**src/rtl/fifo_sync_fwft_pkg.sv**
```systemverilog
// Shared definitions for the single-clock FIFO: read-mode constants,
// pointer-width helper and the registered status-flag bundle.
package fifo_sync_fwft_pkg;

    // Read-mode selector values for the FWFT parameter
    localparam int FIFO_MODE_FWFT = 1;
    localparam int FIFO_MODE_REG  = 0;

    // Pointer width for a power-of-two depth; never narrower than one bit
    function automatic int ptr_width(input int depth);
        return (depth > 1) ? $clog2(depth) : 1;
    endfunction

    // Status flags, all registered from the next-cycle occupancy
    typedef struct packed {
        logic wfull;
        logic rempty_n;
        logic almost_full;
        logic almost_empty;
    } fifo_status_t;

    // An empty FIFO is never full and always at or below the low threshold
    localparam fifo_status_t FIFO_STATUS_RESET = '{
        wfull:        1'b0,
        rempty_n:     1'b0,
        almost_full:  1'b0,
        almost_empty: 1'b1
    };

endpackage

```
**src/rtl/fifo_sync_ram.sv**
```systemverilog
// DEPTH x DATASIZE register array: synchronous write, asynchronous read.
// Storage is deliberately left out of reset.
module fifo_sync_ram
    import fifo_sync_fwft_pkg::*;
#(
    parameter int  DATASIZE = 40,
    parameter int  DEPTH    = 8,
    localparam int AW       = ptr_width(DEPTH)
) (
    input  logic                clk,
    input  logic                we,
    input  logic [AW-1:0]       waddr,
    input  logic [DATASIZE-1:0] wdata,
    input  logic [AW-1:0]       raddr,
    output logic [DATASIZE-1:0] rdata
);

    logic [DATASIZE-1:0] mem [DEPTH];

    generate
        for (genvar gi = 0; gi < DEPTH; gi++) begin : g_word
            // Each entry loads only when the write pointer selects it
            always_ff @(posedge clk) begin
                if (we && (waddr == AW'(gi))) begin
                    mem[gi] <= wdata;
                end
            end
        end
    endgenerate

    // Combinational read so the head word can fall through
    assign rdata = mem[raddr];

endmodule

```
**src/rtl/fifo_sync_fwft.sv**
```systemverilog
// Single-clock FIFO with selectable read mode (first-word-fall-through or
// registered read), occupancy count, almost-full/empty thresholds and
// sticky overflow/underflow flags. Full/empty are resolved by count only,
// so the pointers wrap freely with no spare entry.
module fifo_sync_fwft
    import fifo_sync_fwft_pkg::*;
#(
    parameter int  DATASIZE = 40,
    parameter int  DEPTH    = 8,
    parameter int  FWFT     = 1,
    parameter int  AF_LEVEL = DEPTH - 2,
    parameter int  AE_LEVEL = 2,
    localparam int AW       = ptr_width(DEPTH),
    localparam int CW       = $clog2(DEPTH) + 1
) (
    input  logic                clk,
    input  logic                rst_n,
    input  logic [DATASIZE-1:0] wdata,
    input  logic                winc,
    input  logic                rinc,
    input  logic                err_clr,
    output logic [DATASIZE-1:0] rdata,
    output logic                wfull,
    output logic                rempty_n,
    output logic                almost_full,
    output logic                almost_empty,
    output logic [CW-1:0]       count,
    output logic                overflow,
    output logic                underflow
);

    logic [AW-1:0]       wptr_q, wptr_d;
    logic [AW-1:0]       rptr_q, rptr_d;
    logic [CW-1:0]       count_q, count_d;
    fifo_status_t        status_q, status_d;
    logic                overflow_q, overflow_d;
    logic                underflow_q, underflow_d;
    logic                wr_acc, rd_acc;
    logic [DATASIZE-1:0] ram_rdata;

    fifo_sync_ram #(
        .DATASIZE (DATASIZE),
        .DEPTH    (DEPTH)
    ) u_ram (
        .clk   (clk),
        .we    (wr_acc),
        .waddr (wptr_q),
        .wdata (wdata),
        .raddr (rptr_q),
        .rdata (ram_rdata)
    );

    // Accept decisions, pointer/count update and next-cycle status flags
    always_comb begin
        // Acceptance uses the registered flags only, so a same-cycle read
        // never frees room for a write and vice versa
        wr_acc = winc && !status_q.wfull;
        rd_acc = rinc && status_q.rempty_n;

        wptr_d = wptr_q;
        rptr_d = rptr_q;
        if (wr_acc) begin
            wptr_d = wptr_q + AW'(1);
        end
        if (rd_acc) begin
            rptr_d = rptr_q + AW'(1);
        end

        count_d = count_q + CW'(wr_acc) - CW'(rd_acc);

        status_d              = FIFO_STATUS_RESET;
        status_d.wfull        = (count_d == CW'(DEPTH));
        status_d.rempty_n     = (count_d != '0);
        status_d.almost_full  = (count_d >= CW'(AF_LEVEL));
        status_d.almost_empty = (count_d <= CW'(AE_LEVEL));

        // A new error event takes priority over a simultaneous clear
        overflow_d  = overflow_q;
        underflow_d = underflow_q;
        if (err_clr) begin
            overflow_d  = 1'b0;
            underflow_d = 1'b0;
        end
        if (winc && status_q.wfull) begin
            overflow_d = 1'b1;
        end
        if (rinc && !status_q.rempty_n) begin
            underflow_d = 1'b1;
        end
    end

    // Control and status registers
    always_ff @(posedge clk or negedge rst_n) begin
        if (!rst_n) begin
            wptr_q      <= '0;
            rptr_q      <= '0;
            count_q     <= '0;
            status_q    <= FIFO_STATUS_RESET;
            overflow_q  <= 1'b0;
            underflow_q <= 1'b0;
        end else begin
            wptr_q      <= wptr_d;
            rptr_q      <= rptr_d;
            count_q     <= count_d;
            status_q    <= status_d;
            overflow_q  <= overflow_d;
            underflow_q <= underflow_d;
        end
    end

    generate
        if (FWFT == FIFO_MODE_FWFT) begin : g_fwft
            // Head word shown directly; forced to zero while empty so the
            // output is deterministic out of reset
            assign rdata = status_q.rempty_n ? ram_rdata : '0;
        end else begin : g_reg
            logic [DATASIZE-1:0] rdata_q, rdata_d;

            // Load the head word on an accepted read, hold otherwise
            always_comb begin
                rdata_d = rdata_q;
                if (rd_acc) begin
                    rdata_d = ram_rdata;
                end
            end

            // Registered read-data output
            always_ff @(posedge clk or negedge rst_n) begin
                if (!rst_n) begin
                    rdata_q <= '0;
                end else begin
                    rdata_q <= rdata_d;
                end
            end

            assign rdata = rdata_q;
        end
    endgenerate

    assign wfull        = status_q.wfull;
    assign rempty_n     = status_q.rempty_n;
    assign almost_full  = status_q.almost_full;
    assign almost_empty = status_q.almost_empty;
    assign count        = count_q;
    assign overflow     = overflow_q;
    assign underflow    = underflow_q;

endmodule

```
**config.mk**
```make
export PLATFORM = sky130hd
export DESIGN_NAME = fifo_sync_fwft
export DESIGN_NICKNAME = d
export VERILOG_FILES = /design/src/rtl/fifo_sync_fwft_pkg.sv /design/src/rtl/fifo_sync_ram.sv /design/src/rtl/fifo_sync_fwft.sv
export SDC_FILE = /design/constraint.sdc
export NUM_CORES = 1
export LEC_CHECK = 0
export CORE_ASPECT_RATIO = 0.8
export CORE_MARGIN = 3
export CORE_UTILIZATION = 54
export DETAILED_ROUTE_END_ITERATION = 16
export DONT_BUFFER_PORTS = 1
export GPL_TIMING_DRIVEN = 0
export PLACE_DENSITY = 0.75
export SYNTH_ARGS = -nofsm -noshare
export SYNTH_HDL_FRONTEND = slang
export SYNTH_HIERARCHICAL = 1
export SYNTH_SLANG_ARGS = --single-unit
```
**constraint.sdc**
```tcl
create_clock -name clk -period 3.6 [get_ports clk]
set_input_delay 0.36 -clock clk [delete_from_list [all_inputs] [get_ports clk]]
set_output_delay 0.36 -clock clk [all_outputs]
set_load 0.005 [all_outputs]
```
# == After elaboration in Yosys (flattened, before gate mapping) ==
# Memory sizes are Yosys's and may differ from the RTL's.
# Cells that the tools add are included.
# op_classes
n_addsub,4
magnitude_cmp,2
n_eq_ne,8
n_mux,41
reduce_logical,25
# op_table
op,n
2-to-1 mux 40 bit,8
OR reduction 40 bit,7
2-to-1 mux 1 bit,26
2-to-1 mux 3 bit,7
"== test 3 bit, second input constant",4
logical AND 1 bit,12
"adder 3 x 1 -> 3 bit, second input constant",2
"== test 3 x 2 -> 1 bit, second input constant",2
adder 4 x 1 -> 4 bit,1
"== test 4 bit, second input constant",1
"greater-or-equal comparator 4 x 3 -> 1 bit, second input constant",1
"less-or-equal comparator 4 x 2 -> 1 bit, second input constant",1
nonzero test 2 bit,2
nonzero test 4 bit,1
subtractor 4 x 1 -> 4 bit,1
"== test 3 x 1 -> 1 bit, second input constant",1
zero test 3 bit,1
zero test 1 bit,2
# totals
register_bits,16
mem_bits_rw,320
input_bits,45
output_inout_bits,50
word_cells,90
mem_count,1
# mem_list
memory,depth,word_bits,read_ports,rd_ports_with_merged_regs,wr,line_no,rtl
u_ram.mem,8,40,1,0,1,fifo_sync_ram.sv:18,logic [DATASIZE-1:0] mem [DEPTH];

# == Longest topological paths before layout ==
# logic_depth
depth_word,13
depth_mapped,10
ltp_nobuf,9

# == Modules after synthesis ==
# Netlist, hierarchy kept.
# modules_own_cells
module,instances,cells_per_inst,area_each_um2,seq_area_each_um2
fifo_sync_ram,1,475,12370.6,9609.2
fifo_sync_fwft,1,104,987.2,401.6

# == Worst setup path after synthesis ==
# No wires, ideal clock.
# synth_timing
kind,register to register
startpoint,"register status_q, in the netlist wfull"
endpoint,"memory u_ram.mem[0][0], enable pin"
setup_time_ns,0.487
arrival_time_ns,3.490
t_required_ns,3.113
setup_slack_ns,-0.377
path_stages_with_launch,5
n_path_buf,1
synth_period_minus_slack_ns,3.977
cell_sequence,dfrtp_1 nor2b_1 buf_2 nand2b_1 nor3_1
# synth_between
elab_chain_len,13
word_cells_on_any_way,47
cone_classes,mux: 30; reduce/logical: 17
# synth_rtl
item,line_no,rtl
from (decl),fifo_sync_fwft.sv:35,"fifo_status_t status_q, status_d;"
from (signal assigned),fifo_sync_fwft.sv:105,status_q <= status_d;
zero test 1 bit (*),fifo_sync_fwft.sv:57,wr_acc = winc && !status_q.wfull;
logical AND 1 bit (*),fifo_sync_fwft.sv:57,
net wr_acc,fifo_sync_fwft.sv:38,"logic wr_acc, rd_acc;"
logical AND 1 bit,fifo_sync_ram.sv:24,if (we && (waddr == AW'(gi))) begin
2-to-1 mux 1 bit,fifo_sync_ram.sv:24,
2-to-1 mux 1 bit (not written as such),fifo_sync_ram.sv:25,mem[gi] <= wdata;
OR reduction 40 bit (no source line),-,
2-to-1 mux 3 bit (no source line) or 2-to-1 mux 1 bit (tied branches) (7 in series),-,
to (decl),fifo_sync_ram.sv:18,
# The timed path passes the listed nets; every way through them passes the cells marked *.

# == Worst setup path after layout ==
# layout_timing
startpoint,register rptr_q[2]
endpoint,output rdata[1]
# layout_between
elab_chain_len,2
# layout_rtl
item,line_no,rtl
from (decl),fifo_sync_fwft.sv:33,"logic [AW-1:0] rptr_q, rptr_d;"
from (signal assigned),fifo_sync_fwft.sv:103,rptr_q <= rptr_d;
memory read (8 x 40 bit),-,
net ram_rdata[1],fifo_sync_fwft.sv:39,logic [DATASIZE-1:0] ram_rdata;
2-to-1 mux 40 bit,fifo_sync_fwft.sv:115,assign rdata = status_q.rempty_n ? ram_rdata : '0;
to (decl),fifo_sync_fwft.sv:22,"output logic [DATASIZE-1:0] rdata,"
# The timed path passes the listed nets, and every way through them passes these cells.

==> summary.md <==
| Metric | Value |
|---|---|
| DR iter-0 viols | `688` |
| Placed Cells | `902` |
| Clock sink count | `336` |
| HP Class | `primary input to flip-flop` |
| Post-layout net count | `720` |
| Dpl hpwl | `15690 um` |
| Fillcell total | `1511` |
| Final core area utilization | `0.6490` |
| Worst Path Max Fanout | `10` |
| Post-Syn Area per Cell | `23.07 um2` |
| MaxCap Viol Count | `0` |
| Tcrit/Tclk final | `0.8796` |
| Vias post-DR | `6075` |
| Reg clk slew, reported paths | `0.06 ns` |
| RSZ-0062 raised after global routing | `false` |
| Average wire per standard cell | `25.90 um` |
| Switch Pwr | `3.331 mW` |
| Yosys Warn Count | `6` |
| Cell-internal power | `8.503 mW` |
| Mapped Area | `0.01336 mm2` |
| Number of synthesized flops with an enable pin | `320` |
| First-pass DRT Iterations | `5` |
| Top delay family on crit path | `buffers and inverters` |
| Post-Synthesis Cells | `579` |
| Synthesized net count | `631` |
| Gr ovfl total | `0` |
| Comb power frac | `0.301` |
| Worst EP arrival | `2.81 ns` |
| Clk Latency, worst-skew pair | `0.54 ns` |
| CTS Buf Count | `31` |
| Sequential cell area | `0.01001 mm2` |
| Row cnt | `50` |
| Post-CTS sizing | `0` |
| Largest net degree at the start of global routing | `26` |
| Commonest cells in the netlist | `320 x edfxtp_1, 80 x mux4_1, 42 x mux2_2` |
| # setup viols final | `0` |
| Vias/cell | `6.051` |
| Worst-Margin Slew | `0.9152 ns` |
| Root Driver | `clkbuf_16` |
| WL final | `26000 um` |
| Sequential share of the synthesized area | `0.7494` |
| Starting Density | `0.5604` |
| Top-count cell post-synth | `edfxtp_1` |
| DR DRC count | `0` |
| Critical Path Max Stage Delay | `0.62 ns` |
| Crit start category | `flip-flop` |
| H-tree depth | `1` |
| Full die area | `0.02667 mm2` |
| Leak | `5.201 nW` |
| Post-synthesis cell type count | `27` |
| Core Region | `0.02384 mm2` |
| Crit-path cells | `clkbuf_1 > clkbuf_1 > mux4_1 > mux2_2 > and2_1` |
| Antenna fix cells | `0` |
| Tmin final | `3.167 ns` |
| Total power draw | `11.83 mW` |
| CTS max path bufs | `3` |
| Number of primary I/O pins | `95` |
| Top cells by area, synth | `edfxtp_1 72%, mux4_1 16%, mux2_2 3.5%` |
| Worst path bufs/invs | `2` |
| Worst vdd ir | `0.0004010 V` |
| Via count of the first global-routing pass | `6362` |
| Share of layout cells above drive strength 1 | `0.1705` |
| Post-synthesis register bit count | `336` |
| Die width | `181.8 um` |
| Clock share of power | `0.269` |
| Most used cell, CP | `clkbuf_1` |
| Final-report hold violation count | `0` |
| GRT Overall Usage | `0.1978` |
| Max-slew violations | `0` |
| RePlAce Congestion | `0.6733` |
| Slew HR | `0.3879` |
| Worst path slowest cell | `clkbuf_1` |
| Fin Clk Skew | `0.008477 ns` |
| Fmax | `315.8 MHz` |
| Net Sw Frac | `0.2815` |
| P&R area growth vs syn | `15.81%` |
| IO buf count | `0` |
| Largest area contributor in the netlist | `edfxtp_1` |
| Post-route ant nets | `0` |
| Initial antenna violation count | `1` |
| Post-synth top area share | `0.7194` |
| Power density cells | `764.9 mW/mm2` |
| Crit. End Element | `output pin` |
| WP data required | `3.24 ns` |
| Top FF cell, synth | `edfxtp_1` |
| Fin cells | `1004` |
| WS Path Type | `flip-flop to output pin` |
| Die height | `146.7 um` |
| Status | `completed` |
| Sequential power share | `0.430` |
| First-pass GRT wire length | `39480 um` |
| CTS tree | `done` |
| Multi-input logic area | `0.003211 mm2` |
| Asr flop ratio synth | `0.04762` |
==> per-stage QoR <==
stage	TNS (ns)	area [um2]	worst slack, ns	hold WS, ns
2_1_floorplan	0	13370	0.6947	0.06441
3_3_place_gp	-326.73	13760	-1.144	0.06480
3_5_place_dp	0	14020	1.026	0.06477
4_1_cts	0	15470	0.4114	0.03149
5_1_grt	0	15470	0.3147	0.04472
6_report	0	15470	0.4335	0.04686
==> cell families after synthesis <==
group,count (synthesis),share of synthesized area
AOI/OAI and AO/OA,8,0.003560
adders and majority gates,7,0.007119
muxes,122,0.1928
xor gates and xnor gates,6,0.003935
DFF,336,0.7494
and+or+nand+nor,64,0.02791
buffers and inverters,36,0.01527
==> power by group through the flow <==
stage | clock network [mW] | logic (mW) | registers (mW)
2_1_floorplan | 0 | 2.52 | 5.12
3_3_place_gp | 0 | 3.29 | 5.19
3_5_place_dp | 0 | 3.53 | 5.18
4_1_cts | 3.23 | 3.63 | 5.10
5_1_grt | 3.41 | 3.85 | 5.14
6_report | 3.18 | 3.56 | 5.09
==> state kept, by name (all words and copies together) (netlist names) <==
register	flops
almost_empty	1
rptr_q	3
u_ram/mem	320
underflow	1
wptr_q	3
overflow	1
wfull	1
count	4
almost_full	1
rempty_n	1
==> layer usage <==
layer,up-vias,wire (um),part of all wire,GRT usage
li1,2638,-,-,-
met1,3174,10740,0.41,0.2805
met2,224,12880,0.50,0.3268
met3,37,1969,0.076,0.04035
met4,2,402,0.015,0.03883
met5,-,7,0.00027,0
==> final timing paths <==
check | startpoint | end | slack (ns) | cells after the start
worst max-delay path | rptr_q[2]$_DFFE_PN0P_ | rdata[1] | 0.43 | 5
worst min-delay path | rinc | rptr_q[0]$_DFFE_PN0P_ | 0.05 | 2
worst max register to register | wfull$_DFF_PN0_ | u_ram/mem[0][21]$_DFFE_PP_ | 1.23 | 5
worst min register to register | rptr_q[2]$_DFFE_PN0P_ | rptr_q[2]$_DFFE_PN0P_ | 0.48 | 1
max in group asynchronous | rst_n | rptr_q[1]$_DFFE_PN0P_ | 2.82 | 1
min in group asynchronous | rst_n | count[3]$_DFF_PN0_ | 0.32 | 1
==> area by class of cell <==
| type | count | area share |
|---|---|---|
| sequential | 336 | 0.6471 |
| tap | 312 | 0.02523 |
| buffer | 27 | 0.01100 |
| multi-input combinational | 207 | 0.2075 |
| clock buffer | 35 | 0.05112 |
| inverter | 9 | 0.002184 |
| timing repair buffer | 56 | 0.04254 |
| clock inverter | 22 | 0.01326 |
==> layout by cell type, fill, tap and decap left out, types with 3 or more instances in the layout <==
| master | instances |
|---|---|
| and2_1 | 40 |
| buf_12 | 6 |
| buf_6 | 9 |
| buf_8 | 4 |
| bufinv_16 | 4 |
| clkbuf_1 | 21 |
| clkbuf_16 | 31 |
| clkinv_1 | 10 |
| clkinv_2 | 5 |
| clkinvlp_4 | 3 |
| dfrtp_1 | 15 |
| dlygate4sd3_1 | 45 |
| edfxtp_1 | 320 |
| ha_1 | 6 |
| inv_1 | 9 |
| mux2_2 | 42 |
| mux4_1 | 80 |
| nand2_1 | 6 |
| nand2b_1 | 3 |
| nor2_4 | 6 |
| o21ai_0 | 3 |
| xnor2_1 | 3 |
| xor2_1 | 3 |
==> repair_timing <==
action	in CTS	in global routing
endpoints found under the hold margin	339	0
setup buffers	0	0
hold buffers	45	0
No activity file was read; power rests on OpenSTA's default activity.
